--- src/rtl/pipe_hazard_ctrl_pkg.sv ---
// Shared types and constants for the pipeline hazard controller.
// Build option: HAZ_PERF_CNT_EN enables the stall-cycle counter (see pipe_hazard_ctrl.sv).
package hazard_pkg;

    localparam int REG_AW_DEF = 5;

    typedef enum logic [1:0] {
        RUN      = 2'd0,
        MEM_WAIT = 2'd1,
        TIMEOUT  = 2'd2
    } hz_state_e;

    // One bundle for every pipeline-register control line driven by the block.
    typedef struct packed {
        logic pc_write;
        logic if_id_write;
        logic if_id_flush;
        logic id_ex_bubble;
        logic pipe_hold;
        logic mem_wb_bubble;
    } hz_ctrl_t;

    // Free-running pipeline: nothing stalled, nothing squashed.
    localparam hz_ctrl_t CTRL_FLOW     = '{1'b1, 1'b1, 1'b0, 1'b0, 1'b0, 1'b0};
    // Data memory outstanding: freeze front end, hold ID/EX and EX/MEM, feed NOP into MEM/WB.
    localparam hz_ctrl_t CTRL_FREEZE   = '{1'b0, 1'b0, 1'b0, 1'b0, 1'b1, 1'b1};
    // Load-use: keep PC and IF/ID, inject a NOP into ID/EX.
    localparam hz_ctrl_t CTRL_LOAD_USE = '{1'b0, 1'b0, 1'b0, 1'b1, 1'b0, 1'b0};
    // Taken branch / jump: squash the wrong-path fetch in IF/ID.
    localparam hz_ctrl_t CTRL_FLUSH    = '{1'b1, 1'b1, 1'b1, 1'b0, 1'b0, 1'b0};

endpackage

--- src/rtl/pipe_hazard_ctrl_if.sv ---
// Signal bundle between the core pipeline and the hazard controller.
// slave = the controller, master = the pipeline (or a testbench driving it).
interface pipe_hazard_ctrl_if
    import hazard_pkg::*;
#(
    parameter int REG_AW = REG_AW_DEF,
    parameter int CNT_W  = 16
);
    logic [REG_AW-1:0] IF_ID_RSaddr_i;
    logic [REG_AW-1:0] IF_ID_RTaddr_i;
    logic              ID_uses_rt_i;
    logic [REG_AW-1:0] ID_EX_RTaddr_i;
    logic              ID_EX_MemRead_i;
    logic              branch_taken_i;
    logic              jump_i;
    logic              dmem_req_i;
    logic              dmem_ack_i;
    logic              timeout_clr_i;

    logic              PC_write_o;
    logic              IF_ID_write_o;
    logic              IF_ID_flush_o;
    logic              ID_EX_bubble_o;
    logic              pipe_hold_o;
    logic              MEM_WB_bubble_o;
    logic              timeout_o;
    logic [CNT_W-1:0]  stall_cnt_o;

    modport slave (
        input  IF_ID_RSaddr_i, IF_ID_RTaddr_i, ID_uses_rt_i, ID_EX_RTaddr_i,
        input  ID_EX_MemRead_i, branch_taken_i, jump_i, dmem_req_i, dmem_ack_i,
        input  timeout_clr_i,
        output PC_write_o, IF_ID_write_o, IF_ID_flush_o, ID_EX_bubble_o,
        output pipe_hold_o, MEM_WB_bubble_o, timeout_o, stall_cnt_o
    );

    modport master (
        output IF_ID_RSaddr_i, IF_ID_RTaddr_i, ID_uses_rt_i, ID_EX_RTaddr_i,
        output ID_EX_MemRead_i, branch_taken_i, jump_i, dmem_req_i, dmem_ack_i,
        output timeout_clr_i,
        input  PC_write_o, IF_ID_write_o, IF_ID_flush_o, ID_EX_bubble_o,
        input  pipe_hold_o, MEM_WB_bubble_o, timeout_o, stall_cnt_o
    );
endinterface

--- src/rtl/pipe_hazard_ctrl_sat_cnt.sv ---
// Generic saturating up-counter: counts enabled cycles, sticks at all-ones.
module hazard_sat_cnt #(
    parameter int W = 16
) (
    input  logic         clk_i,
    input  logic         rst_n,
    input  logic         en,
    output logic [W-1:0] cnt
);

    // Count enabled cycles until the all-ones ceiling is reached.
    always_ff @(posedge clk_i or negedge rst_n) begin
        if (!rst_n) begin
            cnt <= '0;
        end else if (en && (cnt != {W{1'b1}})) begin
            cnt <= cnt + 1'b1;
        end
    end

endmodule

--- src/rtl/pipe_hazard_ctrl.sv ---
// Pipeline hazard controller: load-use stalls, branch/jump flush of IF/ID and a
// full-pipeline freeze while a data-memory access is outstanding, with a sticky
// watchdog timeout.
// Build option: define HAZ_PERF_CNT_EN to include the saturating stall-cycle
// counter on stall_cnt_o; without it the output is tied to zero.
//
// state    | meaning
// ---------+---------------------------------------------------------------
// RUN      | no memory access outstanding; hazards resolved per cycle
// MEM_WAIT | access issued, waiting for ack; wait_cnt counts missed cycles
// TIMEOUT  | watchdog expired; still frozen until ack, timeout_o raised
module pipe_hazard_ctrl
    import hazard_pkg::*;
#(
    parameter int REG_AW   = REG_AW_DEF,
    parameter int MAX_WAIT = 16,
    parameter int CNT_W    = 16
) (
    input  logic               clk_i,
    input  logic               rst_i,
    pipe_hazard_ctrl_if.slave  bus
);

    localparam int              WW        = $clog2(MAX_WAIT);
    localparam logic [WW-1:0]   WAIT_LAST = WW'(MAX_WAIT - 1);

    hz_state_e         state, state_nxt;
    logic [WW-1:0]     wait_cnt, wait_nxt;
    logic              timeout_q, timeout_set;
    logic              mem_block, load_use;
    hz_ctrl_t          ctrl;

    logic [REG_AW-1:0] rs_id, rt_id, rt_ex;

    assign rs_id = bus.IF_ID_RSaddr_i;
    assign rt_id = bus.IF_ID_RTaddr_i;
    assign rt_ex = bus.ID_EX_RTaddr_i;

    // Outside RUN the request line is not looked at: only ack releases the freeze.
    assign mem_block = (state == RUN) ? (bus.dmem_req_i && !bus.dmem_ack_i)
                                      : !bus.dmem_ack_i;

    // r0 never carries a loaded value, so a load to r0 cannot create a hazard.
    assign load_use = bus.ID_EX_MemRead_i && (rt_ex != '0) &&
                      ((rt_ex == rs_id) || (bus.ID_uses_rt_i && (rt_ex == rt_id)));

    // Prioritised Mealy control; a load-use stall drops the flush because the
    // branch in ID is resolved again on the next cycle.
    always_comb begin
        ctrl = CTRL_FLOW;
        if (!rst_i) begin
            ctrl = CTRL_FLOW;
        end else if (mem_block) begin
            ctrl = CTRL_FREEZE;
        end else if (load_use) begin
            ctrl = CTRL_LOAD_USE;
        end else if (bus.branch_taken_i || bus.jump_i) begin
            ctrl = CTRL_FLUSH;
        end
    end

    // Next-state and watchdog counter for the memory-wait sequencing.
    always_comb begin
        state_nxt   = state;
        wait_nxt    = wait_cnt;
        timeout_set = 1'b0;
        case (state)
            RUN: begin
                if (bus.dmem_req_i && !bus.dmem_ack_i) begin
                    state_nxt = MEM_WAIT;
                    wait_nxt  = '0;
                end
            end
            MEM_WAIT: begin
                if (bus.dmem_ack_i) begin
                    state_nxt = RUN;
                    wait_nxt  = '0;
                end else if (wait_cnt == WAIT_LAST) begin
                    state_nxt   = TIMEOUT;
                    timeout_set = 1'b1;
                end else begin
                    wait_nxt = wait_cnt + 1'b1;
                end
            end
            TIMEOUT: begin
                if (bus.dmem_ack_i) begin
                    state_nxt = RUN;
                    wait_nxt  = '0;
                end
            end
            default: begin
                state_nxt = RUN;
                wait_nxt  = '0;
            end
        endcase
    end

    // State, watchdog count and sticky timeout flag (set beats clear).
    always_ff @(posedge clk_i or negedge rst_i) begin
        if (!rst_i) begin
            state     <= RUN;
            wait_cnt  <= '0;
            timeout_q <= 1'b0;
        end else begin
            state    <= state_nxt;
            wait_cnt <= wait_nxt;
            if (timeout_set) begin
                timeout_q <= 1'b1;
            end else if (bus.timeout_clr_i) begin
                timeout_q <= 1'b0;
            end
        end
    end

    assign bus.PC_write_o      = ctrl.pc_write;
    assign bus.IF_ID_write_o   = ctrl.if_id_write;
    assign bus.IF_ID_flush_o   = ctrl.if_id_flush;
    assign bus.ID_EX_bubble_o  = ctrl.id_ex_bubble;
    assign bus.pipe_hold_o     = ctrl.pipe_hold;
    assign bus.MEM_WB_bubble_o = ctrl.mem_wb_bubble;
    assign bus.timeout_o       = timeout_q;

`ifdef HAZ_PERF_CNT_EN
    logic stall_cycle;

    // A stall cycle is any cycle in which the PC does not advance.
    assign stall_cycle = !ctrl.pc_write;

    hazard_sat_cnt #(
        .W (CNT_W)
    ) u_stall_cnt (
        .clk_i (clk_i),
        .rst_n (rst_i),
        .en    (stall_cycle),
        .cnt   (bus.stall_cnt_o)
    );
`else
    assign bus.stall_cnt_o = {CNT_W{1'b0}};
`endif

endmodule

--- src/flat_wrapper.sv ---
// flat-port wrapper written by rule: the top's interface ports become plain ports
module pipe_hazard_ctrl_flat import hazard_pkg::*;
#(
    parameter int REG_AW   = REG_AW_DEF,
    parameter int MAX_WAIT = 16,
    parameter int CNT_W    = 16
)
  (clk_i, rst_i, bus_IF_ID_RSaddr_i, bus_IF_ID_RTaddr_i, bus_ID_uses_rt_i, bus_ID_EX_RTaddr_i, bus_ID_EX_MemRead_i, bus_branch_taken_i, bus_jump_i, bus_dmem_req_i, bus_dmem_ack_i, bus_timeout_clr_i, bus_PC_write_o, bus_IF_ID_write_o, bus_IF_ID_flush_o, bus_ID_EX_bubble_o, bus_pipe_hold_o, bus_MEM_WB_bubble_o, bus_timeout_o, bus_stall_cnt_o);
  pipe_hazard_ctrl_if #(.REG_AW(REG_AW), .CNT_W(CNT_W)) bus_i ();
  input  logic clk_i;
  input  logic rst_i;
  input wire logic [$bits(bus_i.IF_ID_RSaddr_i)-1:0] bus_IF_ID_RSaddr_i;
  input wire logic [$bits(bus_i.IF_ID_RTaddr_i)-1:0] bus_IF_ID_RTaddr_i;
  input wire logic [$bits(bus_i.ID_uses_rt_i)-1:0] bus_ID_uses_rt_i;
  input wire logic [$bits(bus_i.ID_EX_RTaddr_i)-1:0] bus_ID_EX_RTaddr_i;
  input wire logic [$bits(bus_i.ID_EX_MemRead_i)-1:0] bus_ID_EX_MemRead_i;
  input wire logic [$bits(bus_i.branch_taken_i)-1:0] bus_branch_taken_i;
  input wire logic [$bits(bus_i.jump_i)-1:0] bus_jump_i;
  input wire logic [$bits(bus_i.dmem_req_i)-1:0] bus_dmem_req_i;
  input wire logic [$bits(bus_i.dmem_ack_i)-1:0] bus_dmem_ack_i;
  input wire logic [$bits(bus_i.timeout_clr_i)-1:0] bus_timeout_clr_i;
  output wire logic [$bits(bus_i.PC_write_o)-1:0] bus_PC_write_o;
  output wire logic [$bits(bus_i.IF_ID_write_o)-1:0] bus_IF_ID_write_o;
  output wire logic [$bits(bus_i.IF_ID_flush_o)-1:0] bus_IF_ID_flush_o;
  output wire logic [$bits(bus_i.ID_EX_bubble_o)-1:0] bus_ID_EX_bubble_o;
  output wire logic [$bits(bus_i.pipe_hold_o)-1:0] bus_pipe_hold_o;
  output wire logic [$bits(bus_i.MEM_WB_bubble_o)-1:0] bus_MEM_WB_bubble_o;
  output wire logic [$bits(bus_i.timeout_o)-1:0] bus_timeout_o;
  output wire logic [$bits(bus_i.stall_cnt_o)-1:0] bus_stall_cnt_o;
  assign bus_i.IF_ID_RSaddr_i = bus_IF_ID_RSaddr_i;
  assign bus_i.IF_ID_RTaddr_i = bus_IF_ID_RTaddr_i;
  assign bus_i.ID_uses_rt_i = bus_ID_uses_rt_i;
  assign bus_i.ID_EX_RTaddr_i = bus_ID_EX_RTaddr_i;
  assign bus_i.ID_EX_MemRead_i = bus_ID_EX_MemRead_i;
  assign bus_i.branch_taken_i = bus_branch_taken_i;
  assign bus_i.jump_i = bus_jump_i;
  assign bus_i.dmem_req_i = bus_dmem_req_i;
  assign bus_i.dmem_ack_i = bus_dmem_ack_i;
  assign bus_i.timeout_clr_i = bus_timeout_clr_i;
  assign bus_PC_write_o = bus_i.PC_write_o;
  assign bus_IF_ID_write_o = bus_i.IF_ID_write_o;
  assign bus_IF_ID_flush_o = bus_i.IF_ID_flush_o;
  assign bus_ID_EX_bubble_o = bus_i.ID_EX_bubble_o;
  assign bus_pipe_hold_o = bus_i.pipe_hold_o;
  assign bus_MEM_WB_bubble_o = bus_i.MEM_WB_bubble_o;
  assign bus_timeout_o = bus_i.timeout_o;
  assign bus_stall_cnt_o = bus_i.stall_cnt_o;
  pipe_hazard_ctrl #(.REG_AW(REG_AW), .MAX_WAIT(MAX_WAIT), .CNT_W(CNT_W)) u_core (.clk_i(clk_i), .rst_i(rst_i), .bus(bus_i));
endmodule
--- config.mk ---
export PLATFORM = sky130hd
export DESIGN_NAME = pipe_hazard_ctrl_flat
export DESIGN_NICKNAME = d
export VERILOG_FILES = /design/src/rtl/pipe_hazard_ctrl_pkg.sv /design/src/rtl/pipe_hazard_ctrl_if.sv /design/src/rtl/pipe_hazard_ctrl_sat_cnt.sv /design/src/rtl/pipe_hazard_ctrl.sv /design/src/flat_wrapper.sv
export SDC_FILE = /design/constraint.sdc
export NUM_CORES = 1
export LEC_CHECK = 0
export CAP_MARGIN = 20
export CORE_AREA = 5 5 50 52
export DETAILED_ROUTE_END_ITERATION = 8
export DIE_AREA = 0 0 55 57
export PLACE_DENSITY = 0.85
export SYNTH_ARGS = -nofsm -noshare
export SYNTH_HDL_FRONTEND = slang
export SYNTH_SLANG_ARGS = --single-unit
--- constraint.sdc ---
create_clock -name clk_i -period 4.3 [get_ports clk_i]
set_input_delay 0.645 -clock clk_i [delete_from_list [all_inputs] [get_ports clk_i]]
set_output_delay 0.645 -clock clk_i [all_outputs]
set_load 0.01 [all_outputs]
==> results of run 1 <==
-- layout by cell type, fill, tap and decap left out, types with 2 or more instances in the layout --
cell,instances
clkdlybuf4s50_1,30
conb_1,16
xnor2_1,10
dfrtp_1,7
o21ai_0,6
nand3_1,4
nand2_1,3
or4_1,3
nor2_1,3
inv_1,3
clkbuf_4,3
nand4_1,2
nor3_1,2
o31ai_1,2
a21boi_1,2
-- cell families after synthesis --
family	synth area share (%)
XOR/XNOR	12.13
adder cells (fa/ha/maj)	1.733
AND/OR/NAND/NOR	17.85
flip-flops	24.26
other	0.5194
AO/OA/AOI/OAI	16.98
buffers and inverters	24.96
multiplexers	1.560
-- state kept, by name, summed over array words and instances (netlist names) --
signal                cells
u_core.wait_cnt           4
u_core.bus.timeout_o      1
u_core.state              2
-- power by group --
group	switching [W]	internal, W	leakage, nW	total [W]
combinational	0.0000289	0.0000369	0.297	0.0000659
sequential	0.00000368	0.0000689	0.0951	0.0000726
clock	0.0000238	0.0000354	0.0150	0.0000592
total	0.0000565	0.000141	0.407	0.000198
-- layer usage --
metal	vias to the layer above	wire length [um]
met3	2	95
met4	0	19
met5	-	0
met1	289	589
li1	318	-
met2	21	997
-- metrics by stage --
stage / utilization (%) / area, sq um / total power (W) / instances / worst slack [ps]
global route: 47.06 / 970.9 / 0.0002108 / 140 / 859.9
floorplan: - / 778.2 / 0.0001184 / 99 / 1830
CTS: 47.06 / 970.9 / 0.0002002 / 140 / 950.9
global placement: 45.79 / 944.7 / 0.0001372 / 136 / 1026
detailed placement: 45.79 / 944.7 / 0.0001391 / 136 / 971.5
finish: 47.06 / 970.9 / 0.0001977 / 140 / 966.1
-- synthesized netlist by cell type (all sizes together) --
cell type,n,area share [%]
buf,21,23
xnor2,10,12
dfrtp,7,24
o21ai,6,4.2
nand3,4,2.8
inv,3,1.6
nand2,3,1.6
nor2,3,1.6
o31ai,3,3.8
or4,3,3.1
a21boi,2,2.1
nand4,2,1.7
nor3,2,1.4
a211oi,1,1.0
a21o,1,1.0
a21oi,1,0.69
a31oi,1,0.87
and3b,1,1.2
conb,1,0.52
ha,1,1.7
mux2,1,1.6
nor2b,1,0.87
nor3b,1,1.0
o211a,1,1.4
o21a,1,1.0
o22ai,1,0.87
or3b,1,1.2
or4b,1,1.4
-- worst paths after layout --
path	start	slack, ps	end
hold reg to reg	u_core.bus.timeout_o	500	u_core.bus.timeout_o
min in group asynchronous	rst_i	690	u_core.state[0]
setup reg to reg	u_core.wait_cnt[0]	2600	u_core.wait_cnt[2]
max in group asynchronous	rst_i	3330	u_core.wait_cnt[1]
setup / recovery	bus_ID_EX_RTaddr_i[2]	970	bus_PC_write_o
hold / removal	u_core.bus.timeout_o	500	u_core.bus.timeout_o
-- layout make-up --
cell class | count | area, sq um | share of cell area [%]
clock buffer | 4 | 26.28 | 2.706
multi-input combinational | 68 | 422.9 | 43.56
sequential | 7 | 175.2 | 18.04
tap | 28 | 35.03 | 3.608
timing repair buffer | 30 | 300.3 | 30.93
inverter | 3 | 11.26 | 1.160
-- worst reg2reg max path: stages (launching register included) --
cell and delay [ps]:
dfrtp_1 380, ha_1 210, nand4_1 140, nor3_1 570, or4_1 210, a21boi_1 60
==> flow_summary.json, run 1 <==
{
  "cts_sinks": 7,
  "cts_buffer_depth": 2,
  "cp.depth": 5,
  "top_usage_layer": "met2",
  "maxCapViolations": 0,
  "syn_area_sq_um": 721.9,
  "grt.met3_usage_pct": 3.133,
  "cts_tree": "yes",
  "grt_use_met2_pct": 21.79,
  "setup_tns_ps": 0,
  "insertion_delay_ps": 250,
  "cts_hold_buf": 0,
  "ys_types": 30,
  "slowest_delay_ps": 590,
  "insertedDiodeCount": 0,
  "gr-usage-met1_pct": 10.42,
  "required_ps": 3650,
  "worstSetupEndpointType": "primary output",
  "ir_worst_vdd_mv": 0.08288,
  "worstMarginPinSlew_ps": 691.5,
  "power.leakage_nw": 0.4067,
  "first_pass_iters": 4,
  "cts_buffers": 3,
  "hpwl_um": 1490,
  "timing.critical_path.mode_cell": "clkdlybuf4s50_1",
  "drt-initial-drc-count": 11,
  "vias_per_cell": 4.500,
  "yosysWarnings": 0,
  "grt_max_degree": 11,
  "status": "finished clean",
  "overflow": 0,
  "fill_cells": 210,
  "io_pins": 47,
  "reg2reg_depth": 5,
  "hp-class": "register to register",
  "final-max-slew-violation-count": 0,
  "start_util_pct": 34.99,
  "grt_usage_pct": 11.23,
  "path_clk_slew_ps": 50,
  "max_freq_mhz": 300.0,
  "rsz0062_at_grt": "false",
  "gp_congestion": 0.7394,
  "synth-seq-area-share_pct": 24.26,
  "antenna_found_initial": 0,
  "areaGrowthSynthToFinish_pct": 34.49,
  "rows": 17,
  "crit_fanout": 3,
  "cp_top_family": "buffers and inverters",
  "synth_area_per_cell_sq_um": 8.595,
  "cp_slowest_cell": "clkdlybuf4s50_1",
  "dieWidth_um": 55,
  "core_sq_um": 2063,
  "syn_inst": 84,
  "hold_depth": 1,
  "relSlewSlack_pct": 53.55,
  "postCtsSetupBuffers": 0,
  "die_area_sq_um": 3135,
  "postCtsResizedCells": 0,
  "path_cells": "clkdlybuf4s50_1 > or4_1 > o21a_1 > a31oi_1 > clkdlybuf4s50_1",
  "finalHoldViolations": 0,
  "clock_skew_ps": 0.6130,
  "final-setup-viol-count": 0,
  "detail-route-antenna-nets": 0,
  "powerDensity_nw_per_um2": 203.6,
  "wire_per_inst_um": 12.16,
  "drcViolationCount": 0,
  "port_buffers": 30,
  "start_kind": "primary input",
  "arrival_ps": 2690,
  "timing_worst_setup_path_type": "primary input to primary output",
  "cts_root_buffer": "clkbuf_4",
  "post-route-period-util_pct": 77.53,
  "hold_slack_ps": 498.3,
  "grt_pass1_vias": 602,
  "fin_nets": 138,
  "ys_ff_latch": 7,
  "wirelength_um": 1702,
  "fin_crit_ps": 3334,
  "ctsHtreeMaxLevel": 1,
  "die_h_um": 57,
  "drive_gt1_share_pct": 4.464,
  "grt_pass1_wl_um": 2539,
  "vias": 630,
  "cp_num_buf_inv": 2
}
(Power assumes the default switching activity.)
==> run 2, diff against run 1 <==
--- a/config.mk
+++ b/config.mk
@@ -6,10 +6,10 @@
 export NUM_CORES = 1
 export LEC_CHECK = 0
 export CAP_MARGIN = 20
-export CORE_AREA = 5 5 50 52
+export CORE_AREA = 5 5 54 56
 export DETAILED_ROUTE_END_ITERATION = 8
-export DIE_AREA = 0 0 55 57
-export PLACE_DENSITY = 0.85
+export DIE_AREA = 0 0 59 61
+export PLACE_DENSITY = 0.77
 export SYNTH_ARGS = -nofsm -noshare
 export SYNTH_HDL_FRONTEND = slang
 export SYNTH_SLANG_ARGS = --single-unit
==> constraint.sdc (replaced) <==
create_clock -name clk_i -period 2.72 [get_ports clk_i]
set_input_delay 0.408 -clock clk_i [delete_from_list [all_inputs] [get_ports clk_i]]
set_output_delay 0.408 -clock clk_i [all_outputs]
set_load 0.01 [all_outputs]
==> run 2 against run 1 <==
Via count grew 4.8%. Count of clock-buffer cells in the layout did not move. Critical endpoint is now bus_ID_EX_bubble_o. Setup slack lost 860 ps. Sequential power increased by 58%. Core utilization shrank 4.3 points. Cell count rose by 5.7%. Highest routed layer unchanged.
==> flow_summary.json, run 2 (synthesis results as in run 1) <==
{
  "areaGrowthSynthToFinish_pct": 41.42,
  "cts_buffers": 3,
  "fill_cells": 244,
  "finalHoldViolations": 0,
  "gp_congestion": 0.7279,
  "largest_reg_flops": 4,
  "first_pass_iters": 4,
  "detail-route-antenna-nets": 0,
  "rsz0062_at_grt": "false",
  "drt-initial-drc-count": 12,
  "port_buffers": 30,
  "ctsHtreeMaxLevel": 1,
  "dieWidth_um": 59,
  "worstMarginPinSlew_ps": 613.6,
  "powerDensity_nw_per_um2": 312.9,
  "grt_max_degree": 11,
  "relSlewSlack_pct": 58.78,
  "cts_buffer_depth": 2,
  "path_cells": "clkdlybuf4s50_1 > or4_1 > o21a_1 > and3b_1 > clkdlybuf4s50_1",
  "die_h_um": 61,
  "setup_tns_ps": 0,
  "cts_root_buffer": "clkbuf_4",
  "cts_sinks": 7,
  "path_clk_slew_ps": 50,
  "vias_per_cell": 4.459,
  "drive_gt1_share_pct": 10.17,
  "fin_crit_ps": 2614,
  "final_common_cell": "clkdlybuf4s50_1",
  "crit_fanout": 3,
  "arrival_ps": 2210,
  "vias": 660,
  "drcViolationCount": 0,
  "core_sq_um": 2387,
  "clock_skew_ps": 4.885,
  "post-route-period-util_pct": 96.11,
  "die_area_sq_um": 3599,
  "max_freq_mhz": 382.5,
  "overflow": 0,
  "final-max-slew-violation-count": 0,
  "required_ps": 2310,
  "mostFrequentLayoutCells": "clkdlybuf4s50_1 (27), conb_1 (16), xnor2_1 (10)",
  "power.leakage_nw": 0.4377,
  "start_kind": "primary input",
  "ir_worst_vdd_mv": 0.1938,
  "maxCapViolations": 0,
  "fin_nets": 144,
  "io_pins": 47,
  "antenna_found_initial": 0,
  "cts_tree": "yes",
  "top_register": "u_core.wait_cnt",
  "worstSetupEndpointType": "primary output",
  "grt_pass1_vias": 624,
  "wirelength_um": 1768,
  "status": "finished clean",
  "cp_slowest_cell": "or4_1",
  "final-setup-viol-count": 0,
  "timing.critical_path.mode_cell": "clkdlybuf4s50_1",
  "start_util_pct": 30.24,
  "hold_slack_ps": 479.7,
  "timing_worst_setup_path_type": "primary input to primary output",
  "grt_pass1_wl_um": 2732,
  "hpwl_um": 1562,
  "insertion_delay_ps": 250,
  "hp-class": "register to register",
  "grt_usage_pct": 10.02,
  "wire_per_inst_um": 11.95,
  "insertedDiodeCount": 0,
  "rows": 18,
  "slowest_delay_ps": 520
}
## run 2: cell type report
cell class	instances	area, sq um	area share [%]
Inverter	3	11.26	1.103
Sequential cell	7	175.2	17.16
Tap cell	30	37.54	3.676
Clock buffer	4	26.28	2.574
Multi-Input combinational cell	68	429.2	42.03
Timing Repair Buffer	36	341.6	33.46
## run 2: metal layers
layer / vias up / track usage, % / routed length (um)
li1: 328 / - / -
met2: 19 / 19.09 / 1002
met1: 307 / 10.47 / 647
met4: 0 / 5.502 / 37
met3: 6 / 1.489 / 81
met5: - / 0 / 0
## run 2: final timing paths
check	endpoint	start	slack [ps]	cells after the start
max	bus_ID_EX_bubble_o	bus_ID_EX_RTaddr_i[2]	110	5
min	u_core.bus.timeout_o	u_core.bus.timeout_o	480	1
max reg2reg	u_core.wait_cnt[3]	u_core.wait_cnt[0]	1050	5
min reg2reg	u_core.bus.timeout_o	u_core.bus.timeout_o	480	1
max in group asynchronous	u_core.wait_cnt[0]	rst_i	2060	2
min in group asynchronous	u_core.wait_cnt[3]	rst_i	530	2
## run 2: through the flow
step                instance area, sq um  std cells  total power [W]  setup WS [ps]  util (%)
floorplan                          778.2         99        0.0001871          724.1         -
global placement                   992.2        144        0.0002244         -11.00     41.56
detailed placement                 992.2        144        0.0002280         -71.05     41.56
CTS                                 1015        148        0.0003215          68.43     42.51
global route                        1021        148        0.0003392         0.6113     42.77
finish                              1021        148        0.0003195          105.8     42.77
## run 2: timing repair
action | CTS | global route
pin swaps | 0 | 1
resized for setup | 3 | 1
endpoints found under the setup margin | 3 | 1
hold buffers | 0 | 0
buffers inserted | 0 | 0
## run 2: critical path: cells and delay by family
family	cells	cell delay, ps
buffers and inverters	2	900
AO/OA/AOI/OAI	1	210
AND/OR/NAND/NOR	2	700
## run 2: power by group
group | internal, W | switching [W]
combinational | 0.0000623 | 0.0000483
sequential | 0.000109 | 0.00000616
clock | 0.0000560 | 0.0000377
==> run 3, diff against run 2 <==
--- a/config.mk
+++ b/config.mk
@@ -10,6 +10,7 @@
 export DETAILED_ROUTE_END_ITERATION = 8
 export DIE_AREA = 0 0 59 61
 export PLACE_DENSITY = 0.77
+export SLEW_MARGIN = 25
 export SYNTH_ARGS = -nofsm -noshare
 export SYNTH_HDL_FRONTEND = slang
 export SYNTH_SLANG_ARGS = --single-unit
==> results of run 3 <==
Final layout, timing and power as in run 2 (identical DEF).
